`src/rtl/ace_snoop_pkg.sv`:
```
// ace_snoop_pkg
// Shared definitions for the ACE snoop responder: snoop opcodes, CR response
// bit positions, the responder FSM encoding and the snoop decode function
// that maps (opcode, lookup result) to the response, data and update actions.
package ace_snoop_pkg;

    localparam logic [3:0] SNP_READ_ONCE     = 4'b0000;
    localparam logic [3:0] SNP_READ_SHARED   = 4'b0001;
    localparam logic [3:0] SNP_READ_CLEAN    = 4'b0010;
    localparam logic [3:0] SNP_READ_NSD      = 4'b0011;
    localparam logic [3:0] SNP_READ_UNIQUE   = 4'b0111;
    localparam logic [3:0] SNP_CLEAN_SHARED  = 4'b1000;
    localparam logic [3:0] SNP_CLEAN_INVALID = 4'b1001;
    localparam logic [3:0] SNP_MAKE_INVALID  = 4'b1101;

    // crresp = {WasUnique, IsShared, PassDirty, Error, DataTransfer}
    localparam int CR_DT  = 0;
    localparam int CR_ERR = 1;
    localparam int CR_PD  = 2;
    localparam int CR_IS  = 3;
    localparam int CR_WU  = 4;

    typedef enum logic [1:0] {
        ST_IDLE   = 2'd0,
        ST_LOOKUP = 2'd1,
        ST_RESP   = 2'd2,
        ST_DATA   = 2'd3
    } snoop_state_e;

    typedef struct packed {
        logic [4:0] crresp;
        logic       need_data;
        logic       upd_inval;
        logic       upd_clr_dirty;
    } snoop_dec_t;

    function automatic logic snoop_known(input logic [3:0] snoop);
        case (snoop)
            SNP_READ_ONCE, SNP_READ_SHARED, SNP_READ_CLEAN, SNP_READ_NSD,
            SNP_READ_UNIQUE, SNP_CLEAN_SHARED, SNP_CLEAN_INVALID,
            SNP_MAKE_INVALID: return 1'b1;
            default:          return 1'b0;
        endcase
    endfunction

    // A miss on a known opcode yields an all-zero response with no side effects.
    function automatic snoop_dec_t snoop_decode(input logic [3:0] snoop,
                                                input logic hit,
                                                input logic is_unique,
                                                input logic is_dirty);
        snoop_dec_t d;
        d = '0;
        if (!snoop_known(snoop)) begin
            d.crresp[CR_ERR] = 1'b1;
        end else if (hit) begin
            d.crresp[CR_WU] = is_unique;
            case (snoop)
                SNP_READ_ONCE: begin
                    d.crresp[CR_DT] = 1'b1;
                    d.crresp[CR_IS] = 1'b1;
                    d.need_data     = 1'b1;
                end
                SNP_READ_SHARED, SNP_READ_CLEAN, SNP_READ_NSD: begin
                    d.crresp[CR_DT] = 1'b1;
                    d.crresp[CR_IS] = 1'b1;
                    d.crresp[CR_PD] = is_dirty;
                    d.need_data     = 1'b1;
                    d.upd_clr_dirty = is_dirty;
                end
                SNP_READ_UNIQUE: begin
                    d.crresp[CR_DT] = 1'b1;
                    d.crresp[CR_PD] = is_dirty;
                    d.need_data     = 1'b1;
                    d.upd_inval     = 1'b1;
                end
                SNP_CLEAN_SHARED: begin
                    d.crresp[CR_DT] = is_dirty;
                    d.crresp[CR_PD] = is_dirty;
                    d.crresp[CR_IS] = 1'b1;
                    d.need_data     = is_dirty;
                    d.upd_clr_dirty = is_dirty;
                end
                SNP_CLEAN_INVALID: begin
                    d.crresp[CR_DT] = is_dirty;
                    d.crresp[CR_PD] = is_dirty;
                    d.need_data     = is_dirty;
                    d.upd_inval     = 1'b1;
                end
                default: begin
                    d.upd_inval = 1'b1;
                end
            endcase
        end
        return d;
    endfunction

endpackage

```
`src/rtl/ace_snoop_cd_pipe.sv`:
```
// ace_snoop_cd_pipe
// CD channel datapath: issues wrap-ordered beat reads starting at the critical
// beat and presents the returned data through a two-entry skid register so
// cddata/cdvalid stay stable under backpressure at full throughput.
// Ports:
//   ACLK, ARESETn        clock, async active-low reset
//   clr                  return counters/buffer to empty (responder idle)
//   issue_ok             reads may be issued this cycle
//   out_en               beats may be presented on CD
//   line_base, crit_beat line address and first beat index
//   rd_en/rd_addr/rd_data  data-array read port (data one cycle after rd_en)
//   cdvalid/cdready/cddata/cdlast  CD channel
//   done                 handshake of the final beat
module ace_snoop_cd_pipe
    import ace_snoop_pkg::*;
#(
    parameter int ADDR_WIDTH    = 64,
    parameter int CD_DATA_WIDTH = 128,
    parameter int BYTE_LOG2     = 4,
    parameter int BEAT_LOG2     = 2
) (
    input  logic                     ACLK,
    input  logic                     ARESETn,
    input  logic                     clr,
    input  logic                     issue_ok,
    input  logic                     out_en,
    input  logic [ADDR_WIDTH-1:0]    line_base,
    input  logic [BEAT_LOG2:0]       crit_beat,
    output logic                     rd_en,
    output logic [ADDR_WIDTH-1:0]    rd_addr,
    input  logic [CD_DATA_WIDTH-1:0] rd_data,
    output logic                     cdvalid,
    input  logic                     cdready,
    output logic [CD_DATA_WIDTH-1:0] cddata,
    output logic                     cdlast,
    output logic                     done
);
    localparam int CNT_W = BEAT_LOG2 + 1;
    localparam logic [CNT_W-1:0] BEATS_C  = CNT_W'(1 << BEAT_LOG2);
    localparam logic [CNT_W-1:0] LAST_IDX = CNT_W'((1 << BEAT_LOG2) - 1);

    logic [CNT_W-1:0]         issued, popped, beat_idx;
    logic [1:0]               cnt;
    logic                     pend, pop;
    logic [2:0]               occ;
    logic [CD_DATA_WIDTH-1:0] buf0, buf1;

    assign cdvalid = out_en && (cnt != 2'd0);
    assign pop     = cdvalid && cdready;
    assign cddata  = buf0;
    assign cdlast  = cdvalid && (popped == LAST_IDX);
    assign done    = pop && cdlast;

    // Occupancy after this edge, assuming no drain next cycle; a new read is
    // only issued if its data is guaranteed a slot when it returns.
    assign occ      = {1'b0, cnt} + {2'b0, pend} - {2'b0, pop};
    assign rd_en    = issue_ok && (issued != BEATS_C) && (occ <= 3'd1);
    assign beat_idx = (crit_beat + issued) & LAST_IDX;
    assign rd_addr  = line_base | (ADDR_WIDTH'(beat_idx) << BYTE_LOG2);

    always_ff @(posedge ACLK or negedge ARESETn) begin
        if (!ARESETn) begin
            issued <= '0;
            popped <= '0;
            cnt    <= 2'd0;
            pend   <= 1'b0;
            buf0   <= '0;
            buf1   <= '0;
        end else if (clr) begin
            issued <= '0;
            popped <= '0;
            cnt    <= 2'd0;
            pend   <= 1'b0;
        end else begin
            pend <= rd_en;
            if (rd_en) issued <= issued + CNT_W'(1);
            if (pop)   popped <= popped + CNT_W'(1);
            case ({pend, pop})
                2'b10: begin
                    if (cnt == 2'd0) buf0 <= rd_data;
                    else             buf1 <= rd_data;
                    cnt <= cnt + 2'd1;
                end
                2'b01: begin
                    buf0 <= buf1;
                    cnt  <= cnt - 2'd1;
                end
                2'b11: begin
                    if (cnt == 2'd2) begin
                        buf0 <= buf1;
                        buf1 <= rd_data;
                    end else begin
                        buf0 <= rd_data;
                    end
                end
                default: ;
            endcase
        end
    end

endmodule

```
`src/rtl/ace_snoop_responder.sv`:
```
// ace_snoop_responder
// ACE master snoop agent: accepts one AC snoop at a time, looks the line up in
// an external single-cycle cache-state model, answers on CR, returns the full
// line on CD in wrap order when data is owed, and pulses one state update.
// Ports:
//   ACLK, ARESETn                       clock, async active-low reset
//   acvalid/acready/acaddr/acsnoop      AC snoop request channel
//   crvalid/crready/crresp              CR snoop response channel
//   cdvalid/cdready/cddata/cdlast       CD snoop data channel
//   lk_req/lk_addr/lk_hit/lk_unique/lk_dirty  cache-state lookup
//   rd_en/rd_addr/rd_data               line data read port
//   upd_valid/upd_addr/upd_inval/upd_clr_dirty  cache-state update
//
// state  | meaning
// IDLE   | acready=1, waiting for a snoop
// LOOKUP | lookup strobe; response latched; critical beat prefetched on hit
// RESP   | crvalid held until crready; update pulses on the handshake
// DATA   | remaining beats streamed on CD until the cdlast handshake
module ace_snoop_responder
    import ace_snoop_pkg::*;
#(
    parameter int ADDR_WIDTH      = 64,
    parameter int CD_DATA_WIDTH   = 128,
    parameter int CACHE_LINE_LOG2 = 6
) (
    input  logic                     ACLK,
    input  logic                     ARESETn,
    input  logic                     acvalid,
    output logic                     acready,
    input  logic [ADDR_WIDTH-1:0]    acaddr,
    input  logic [3:0]               acsnoop,
    output logic                     crvalid,
    input  logic                     crready,
    output logic [4:0]               crresp,
    output logic                     cdvalid,
    input  logic                     cdready,
    output logic [CD_DATA_WIDTH-1:0] cddata,
    output logic                     cdlast,
    output logic                     lk_req,
    output logic [ADDR_WIDTH-1:0]    lk_addr,
    input  logic                     lk_hit,
    input  logic                     lk_unique,
    input  logic                     lk_dirty,
    output logic                     rd_en,
    output logic [ADDR_WIDTH-1:0]    rd_addr,
    input  logic [CD_DATA_WIDTH-1:0] rd_data,
    output logic                     upd_valid,
    output logic [ADDR_WIDTH-1:0]    upd_addr,
    output logic                     upd_inval,
    output logic                     upd_clr_dirty
);
    localparam int BYTE_LOG2 = $clog2(CD_DATA_WIDTH / 8);
    localparam int BEAT_LOG2 = CACHE_LINE_LOG2 - BYTE_LOG2;
    localparam int CNT_W     = BEAT_LOG2 + 1;
    localparam logic [ADDR_WIDTH-1:0] OFS_MASK =
        ADDR_WIDTH'((64'd1 << CACHE_LINE_LOG2) - 64'd1);
    localparam logic [ADDR_WIDTH-1:0] BEAT_MASK =
        ADDR_WIDTH'((64'd1 << BEAT_LOG2) - 64'd1);

    snoop_state_e          state;
    logic [ADDR_WIDTH-1:0] ac_addr_q, line_base;
    logic [3:0]            snoop_q;
    logic [4:0]            crresp_q;
    logic                  need_data_q, upd_inval_q, upd_clr_q;
    logic [CNT_W-1:0]      crit_beat;
    logic                  cd_done;
    snoop_dec_t            dec;

    assign dec       = snoop_decode(snoop_q, lk_hit, lk_unique, lk_dirty);
    assign line_base = ac_addr_q & ~OFS_MASK;
    assign crit_beat = CNT_W'((ac_addr_q >> BYTE_LOG2) & BEAT_MASK);

    always_ff @(posedge ACLK or negedge ARESETn) begin
        if (!ARESETn) begin
            state       <= ST_IDLE;
            ac_addr_q   <= '0;
            snoop_q     <= 4'd0;
            crresp_q    <= 5'd0;
            need_data_q <= 1'b0;
            upd_inval_q <= 1'b0;
            upd_clr_q   <= 1'b0;
        end else begin
            case (state)
                ST_IDLE: begin
                    if (acvalid) begin
                        ac_addr_q <= acaddr;
                        snoop_q   <= acsnoop;
                        state     <= ST_LOOKUP;
                    end
                end
                ST_LOOKUP: begin
                    crresp_q    <= dec.crresp;
                    need_data_q <= dec.need_data;
                    upd_inval_q <= dec.upd_inval;
                    upd_clr_q   <= dec.upd_clr_dirty;
                    state       <= ST_RESP;
                end
                ST_RESP: begin
                    if (crready) state <= need_data_q ? ST_DATA : ST_IDLE;
                end
                ST_DATA: begin
                    if (cd_done) state <= ST_IDLE;
                end
                default: state <= ST_IDLE;
            endcase
        end
    end

    assign acready = (state == ST_IDLE);
    // Unknown opcodes must not touch the cache model.
    assign lk_req  = (state == ST_LOOKUP) && snoop_known(snoop_q);
    assign lk_addr = line_base;
    assign crvalid = (state == ST_RESP);
    assign crresp  = crvalid ? crresp_q : 5'd0;

    assign upd_valid     = crvalid && crready && (upd_inval_q || upd_clr_q);
    assign upd_addr      = line_base;
    assign upd_inval     = upd_valid && upd_inval_q;
    assign upd_clr_dirty = upd_valid && upd_clr_q;

    // The critical beat is read during LOOKUP so it is already buffered when
    // the CR handshake completes.
    ace_snoop_cd_pipe #(
        .ADDR_WIDTH    (ADDR_WIDTH),
        .CD_DATA_WIDTH (CD_DATA_WIDTH),
        .BYTE_LOG2     (BYTE_LOG2),
        .BEAT_LOG2     (BEAT_LOG2)
    ) u_cd_pipe (
        .ACLK      (ACLK),
        .ARESETn   (ARESETn),
        .clr       (state == ST_IDLE),
        .issue_ok  (((state == ST_LOOKUP) && dec.need_data) || (state == ST_DATA)),
        .out_en    (state == ST_DATA),
        .line_base (line_base),
        .crit_beat (crit_beat),
        .rd_en     (rd_en),
        .rd_addr   (rd_addr),
        .rd_data   (rd_data),
        .cdvalid   (cdvalid),
        .cdready   (cdready),
        .cddata    (cddata),
        .cdlast    (cdlast),
        .done      (cd_done)
    );

endmodule

```
`config.mk`:
```
export PLATFORM = sky130hd
export DESIGN_NAME = ace_snoop_responder
export DESIGN_NICKNAME = d
export VERILOG_FILES = /design/src/rtl/ace_snoop_pkg.sv /design/src/rtl/ace_snoop_cd_pipe.sv /design/src/rtl/ace_snoop_responder.sv
export SDC_FILE = /design/constraint.sdc
export NUM_CORES = 1
export LEC_CHECK = 0
export CORE_AREA = 2 2 211 213
export CTS_CLUSTER_SIZE = 20
export DETAILED_ROUTE_END_ITERATION = 7
export DIE_AREA = 0 0 213 215
export PLACE_DENSITY = 0.63
export REMOVE_ABC_BUFFERS = 1
export SYNTH_ARGS = -nofsm -noshare
export SYNTH_HDL_FRONTEND = slang
export SYNTH_SLANG_ARGS = --single-unit
export TNS_END_PERCENT = 20
```
`constraint.sdc`:
```
create_clock -name ACLK -period 3.81 [get_ports ACLK]
set_input_delay 0.5715 -clock ACLK [delete_from_list [all_inputs] [get_ports ACLK]]
set_output_delay 0.5715 -clock ACLK [all_outputs]
set_load 0.005 [all_outputs]
```
Word-level counts from Yosys, hierarchy flattened
Memories as Yosys holds them, arrays and structs flattened.
Cells that the tools add are included.
{ "totals": {"ff_bits": 343, "mem_bits_ro": 32, "in_bits": 204, "out_inout_bits": 334, "word_cells": 107, "memories": 2} }
{ "op_classes": {"n_addsub": 7, "magnitude_cmp": 1, "eq_ne": 21, "n_mux": 29, "n_bitwise": 2, "reduce_logical": 32} }
{ "mem_list": {"columns": ["memory", "depth", "word_bits", "read_ports", "rd_clocked_by_memory_dff", "write_ports", "line_no", "source"], "rows": [
  ["(name not given)", 16, 1, 1, 0, 0, "ace_snoop_pkg.sv:38", "case (snoop)"],
  ["(name not given)", 16, 1, 1, 0, 0, "ace_snoop_pkg.sv:38", null]
]} }
{ "ops": {"columns": ["operator", "count"], "rows": [
  ["2-to-1 mux 128 bit", 4],
  ["case mux 128 bit (3 select lines)", 1],
  ["case mux 128 bit (2 select lines)", 1],
  ["OR 64 x 6 -> 64 bit", 1],
  ["2-to-1 mux 3 bit", 6],
  ["logical AND 1 bit", 12],
  ["== test 2 bit, second input constant", 5],
  ["2-to-1 mux 2 bit", 5],
  ["OR reduction 5 bit", 2],
  ["== test 4 x 2 -> 1 bit, second input constant", 2],
  ["== test 4 bit, second input constant", 2],
  ["2-to-1 mux 4 bit", 2],
  ["case mux 2 bit (2 select lines)", 2],
  ["case mux 2 bit (4 select lines)", 1],
  ["nonzero test 2 bit", 4],
  ["adder 3 x 1 -> 3 bit, second input constant", 2],
  ["2-to-1 mux 1 bit", 6],
  ["inequality test 2 x 1 -> 1 bit, second input constant", 3],
  ["inequality test 2 bit, second input constant", 3],
  ["AND reduction 3 bit", 2],
  ["nonzero test 3 bit", 2],
  ["OR reduction 6 bit", 1],
  ["2-to-1 mux 5 bit", 1],
  ["== test 2 x 1 -> 1 bit, second input constant", 2],
  ["18 further kinds", 20]
]} }

Logic depth before layout (Yosys ltp)
{ "logic_depth": {"word_depth": 11, "depth_mapped": 11, "mapped_depth_nobuf": 9} }

Cells and area by module
A second synthesis with hierarchy kept.
{ "hier_totals": {"cells_unflattened": 1298, "area_unflattened_um2": 15999.1} }
{ "modules_own_cells": {"columns": ["mod", "instances", "cells_each", "area_each_um2", "seq_area_each_um2"], "rows": [
  ["ace_snoop_cd_pipe", 1, 973, 12082.8, 6631.4],
  ["ace_snoop_responder", 1, 325, 3916.3, 1826.8]
]} }

Least setup slack after synthesis
Ideal clock, no wire load.
{ "synth_path": {"path_type": "register -> output", "startpoint": "reg u_cd_pipe.cnt[1]", "endpoint": "out rd_en", "t_arrival_ns": 2.356, "required_time_ns": 3.239, "setup_slack_ns": 0.883, "path_stages_with_launch": 11, "n_path_buf": 1, "path_cell_list": "dfrtp_1 > o2111ai_2 > clkbuf_1 > xnor2_1 > ha_1 > inv_1 > fa_1 > xnor2_1 > and3_1 > o211ai_4 > inv_1"} }
{ "synth_between": {"elab_chain_cells": 6, "word_cells_on_any_way": 7, "classes_between": "add/sub (2); order compare (1); reduce/logical (4)"} }
{ "synth_lines": {"columns": ["item", "line_no", "source"], "rows": [
  ["start, declared", "ace_snoop_cd_pipe.sv:43", "logic [1:0] cnt;"],
  ["start signal, assigned", "ace_snoop_cd_pipe.sv:82", "cnt <= cnt + 2'd1;"],
  ["start signal, assigned", "ace_snoop_cd_pipe.sv:86", "cnt <= cnt - 2'd1;"],
  ["parallel branches: the longest is 3 deep, another holds adder 2 x 1 -> 3 bit", null, null],
  ["subtractor 3 x 1 -> 3 bit (*)", "ace_snoop_cd_pipe.sv:56", "assign occ = {1'b0, cnt} + {2'b0, pend} - {2'b0, pop};"],
  ["<= comparator 3 x 1 -> 1 bit (*)", "ace_snoop_cd_pipe.sv:57", "assign rd_en = issue_ok && (issued != BEATS_C) && (occ <= 3'd1);"],
  ["logical AND 1 bit (*)", "ace_snoop_cd_pipe.sv:57", null],
  ["end, declared", "ace_snoop_responder.sv:44", "output logic rd_en,"]
]} }
Mark *: on every way between the ends.

Final worst setup path
Same ends and word-level chain as after synthesis.

==> flow_summary.json <==
{
  "core-area_mm2": 0.04364,
  "yosysMostFrequentCell": "dfrtp_1",
  "ios": 538,
  "worst_pin_slew_ps": 1265,
  "cts_tree": "yes",
  "drv_slew": 0,
  "dieArea_mm2": 0.04580,
  "p_leak_nw": 8.450,
  "vias": 10490,
  "finalNetCount": 1837,
  "drt-wirelength-per-cell_um": 20.04,
  "dp_hpwl_um": 32280,
  "drc": 0,
  "slowest_stage": "clkdlybuf4s50_1",
  "end_kind": "primary output",
  "cts.htree.levels": 2,
  "initial_utilization_pct": 35.72,
  "grt_overflow": 0,
  "port-buffer-count": 517,
  "cp_slowest_stage_delay_ps": 490,
  "design_area_mm2": 0.02139,
  "setup_viol": 0,
  "cp_cell_sequence": "o2111ai_4 -> xnor2_2 -> ha_1 -> inv_1 -> fa_1 -> xnor2_2 -> and3_1 -> o211ai_4 -> inv_1 -> clkdlybuf4s50_1",
  "insertion_delay_ps": 550,
  "cts_sinks": 338,
  "synth_ff_type": "dfrtp_1",
  "rows": 77,
  "ir_drop_mv": 0.4700,
  "ys_seq_area_share_pct": 54.25,
  "syn_avg_cell_area_um2": 12.12,
  "die_w_um": 213,
  "worstPathRequired_ps": 3240,
  "critPathLaunchType": "flip-flop",
  "r2r_cells": 5,
  "timing.fmax_mhz": 274.3,
  "layout.cells.non_filler": 2243,
  "synthDistinctLibCells": 45,
  "area_delta_synth_final_pct": 37.17,
  "timing.final.ws_setup_ps": 164.2,
  "netlist_instances": 1286,
  "grt_pass1_wl_um": 67380,
  "detail_route.vias_per_cell": 4.675,
  "skew_ps": 18.46,
  "worst_hold_slack_ps": 0.7989,
  "outcome": "completed",
  "worstPathMaxFanout": 4,
  "synth_common_cells": "338 x dfrtp_1, 218 x buf_4, 167 x mux2_2",
  "grt_max_degree": 131,
  "max-cap-violations": 0,
  "grt.total_usage_pct": 19.46,
  "dp_slack_ps": 42.01,
  "first_pass_iters": 4,
  "nFillCells": 3929,
  "netlist_top_cells_area": "dfrtp_1 54%, mux2_2 12%, buf_4 10%",
  "antenna_found_initial": 1,
  "power_mw": 17.85,
  "gp_congestion": 0.8205,
  "cts_root_buffer": "clkbuf_16",
  "synth_seq_cells": 338,
  "period_share_pct": 95.69,
  "yosysWarnings": 0,
  "numCtsBuffers": 39,
  "synth-edff-count": 0,
  "first_iter_violations": 611,
  "synth.cell_area_mm2": 0.01559,
  "yosysTopAreaCell": "dfrtp_1",
  "maxSlewHeadroom_pct": 15.68,
  "power.density_mw_per_mm2": 834.8,
  "dpl.cell_count": 2172,
  "hold_class": "in2async",
  "clk_pin_slew_ps": 60,
  "grt_pass1_vias": 10970,
  "placed_area_mm2": 0.02010,
  "clockBufferDepth": 3,
  "die_y_um": 215,
  "crit_type": "reg2out",
  "crit_arrival_ps": 3070,
  "yosysTopAreaCellShare_pct": 54.25,
  "wl_um": 44950,
  "cts_hold_buf": 0,
  "finalCriticalPeriod_ps": 3646,
  "async_reset_ff_share_pct": 100.0,
  "ant_nets": 0,
  "drive_gt1_share_pct": 16.12,
  "hold_viol_final": 0
}
final timing paths:
check / from / endpoint / slack, ps
min in group ACLK: crresp_q[2]$_DFFE_PN0P_ / crresp_q[2]$_DFFE_PN0P_ / 480
min: ARESETn / ac_addr_q[51]$_DFFE_PN0P_ / 0.8
min reg2reg: crresp_q[2]$_DFFE_PN0P_ / crresp_q[2]$_DFFE_PN0P_ / 480
max in group asynchronous: ARESETn / state[0]$_DFFE_PN0P_ / 2810
max: u_cd_pipe.cnt[1]$_DFFE_PN0P_ / rd_en / 160
max reg2reg: u_cd_pipe.pend$_DFF_PN0_ / u_cd_pipe.cddata[6]$_DFFE_PN0P_ / 1040
sequential cells by signal, summed over array words and instances (netlist names):
register and cells:
ac_addr_q 60, crresp_q 5, snoop_q 4, state 2
u_cd_pipe.buf1 128, u_cd_pipe.cddata 128, u_cd_pipe.cnt 2, u_cd_pipe.issued 3
u_cd_pipe.pend 1, u_cd_pipe.popped 3, upd_clr_q 1, upd_inval_q 1
power by group:
group | internal, mW | leakage, nW | switching [mW]
logic | 4.60 | 3.95 | 2.85
clock network | 2.13 | 0.594 | 1.46
registers | 5.41 | 3.90 | 1.40
total | 12.1 | 8.45 | 5.71
worst max-delay path, delay by kind of cell (launching register included):
family	cells	cell delay (ps)
AO/OA/AOI/OAI	2	340
flip-flops	1	440
AND/OR/NAND/NOR	1	230
buffers and inverters	3	610
XOR/XNOR	2	330
adder cells (fa/ha/maj)	2	590
cells in the final DEF, fill, tap and decap left out, drive strengths merged, types with 2 or more instances in the layout:
| master | synthesis | routed |
|---|---|---|
| nand3 | 3 | 3 |
| nand2 | 16 | 16 |
| buf | 241 | 26 |
| nand2b | 2 | 2 |
| dfrtp | 338 | 338 |
| conb | 1 | 16 |
| a21o | 2 | 2 |
| and3 | 4 | 4 |
| clkinv | 0 | 4 |
| mux2 | 192 | 192 |
| a211oi | 3 | 3 |
| clkbuf | 17 | 58 |
| a21oi | 131 | 131 |
| nor3b | 2 | 2 |
| nor3 | 4 | 4 |
| a22o | 2 | 2 |
| xnor2 | 4 | 4 |
| o211ai | 2 | 2 |
| ha | 6 | 6 |
| clkdlybuf4s50 | 0 | 515 |
| inv | 14 | 15 |
| nor2 | 137 | 137 |
| o21ai | 15 | 15 |
| and2 | 7 | 7 |
| mux2i | 130 | 130 |
layer usage:
| layer | vias to the layer above | GRT usage (%) | wire length (um) |
|---|---|---|---|
| met2 | 316 | 35.78 | 24030 |
| met5 | - | 0 | 0 |
| met1 | 5252 | 21.91 | 17100 |
| li1 | 4873 | - | - |
| met4 | 0 | 4.895 | 893 |
| met3 | 45 | 5.495 | 2937 |
cell type report:
class                           count  area (um2)  area share (%)
Clock buffer                       58        1139           5.324
Clock inverter                      7       77.57          0.3627
Inverter                           14       52.55          0.2457
Multi-Input combinational cell    691        5379           25.15
Timing Repair Buffer              542        5533           25.87
Antenna cell                        1       2.502         0.01170
Sequential cell                   338        8463           39.57
Tap cell                          592       740.7           3.463
timing repair:
action                     CTS  global route
resized for setup            2             6
setup endpoints to repair    1             1
pin swaps                    0             1
buffers inserted             0             5
cells by family after synthesis:
kind of cell / synth area share [%]
DFF: 54.25
muxes: 22.24
buffers and inverters: 12.04
and+or+nand+nor: 4.783
AOI/OAI and AO/OA: 5.834
adders and majority gates: 0.6099
xor gates and xnor gates: 0.2247
other: 0.02405
metrics by stage:
step	utilization (%)	TNS, ps
floorplan	-	-1966120
global placement	46.05	0
detailed placement	46.05	0
CTS	48.84	0
global route	49.00	-10.62
finish	49.00	0
Note: power is estimated with default switching activity, not from simulation.
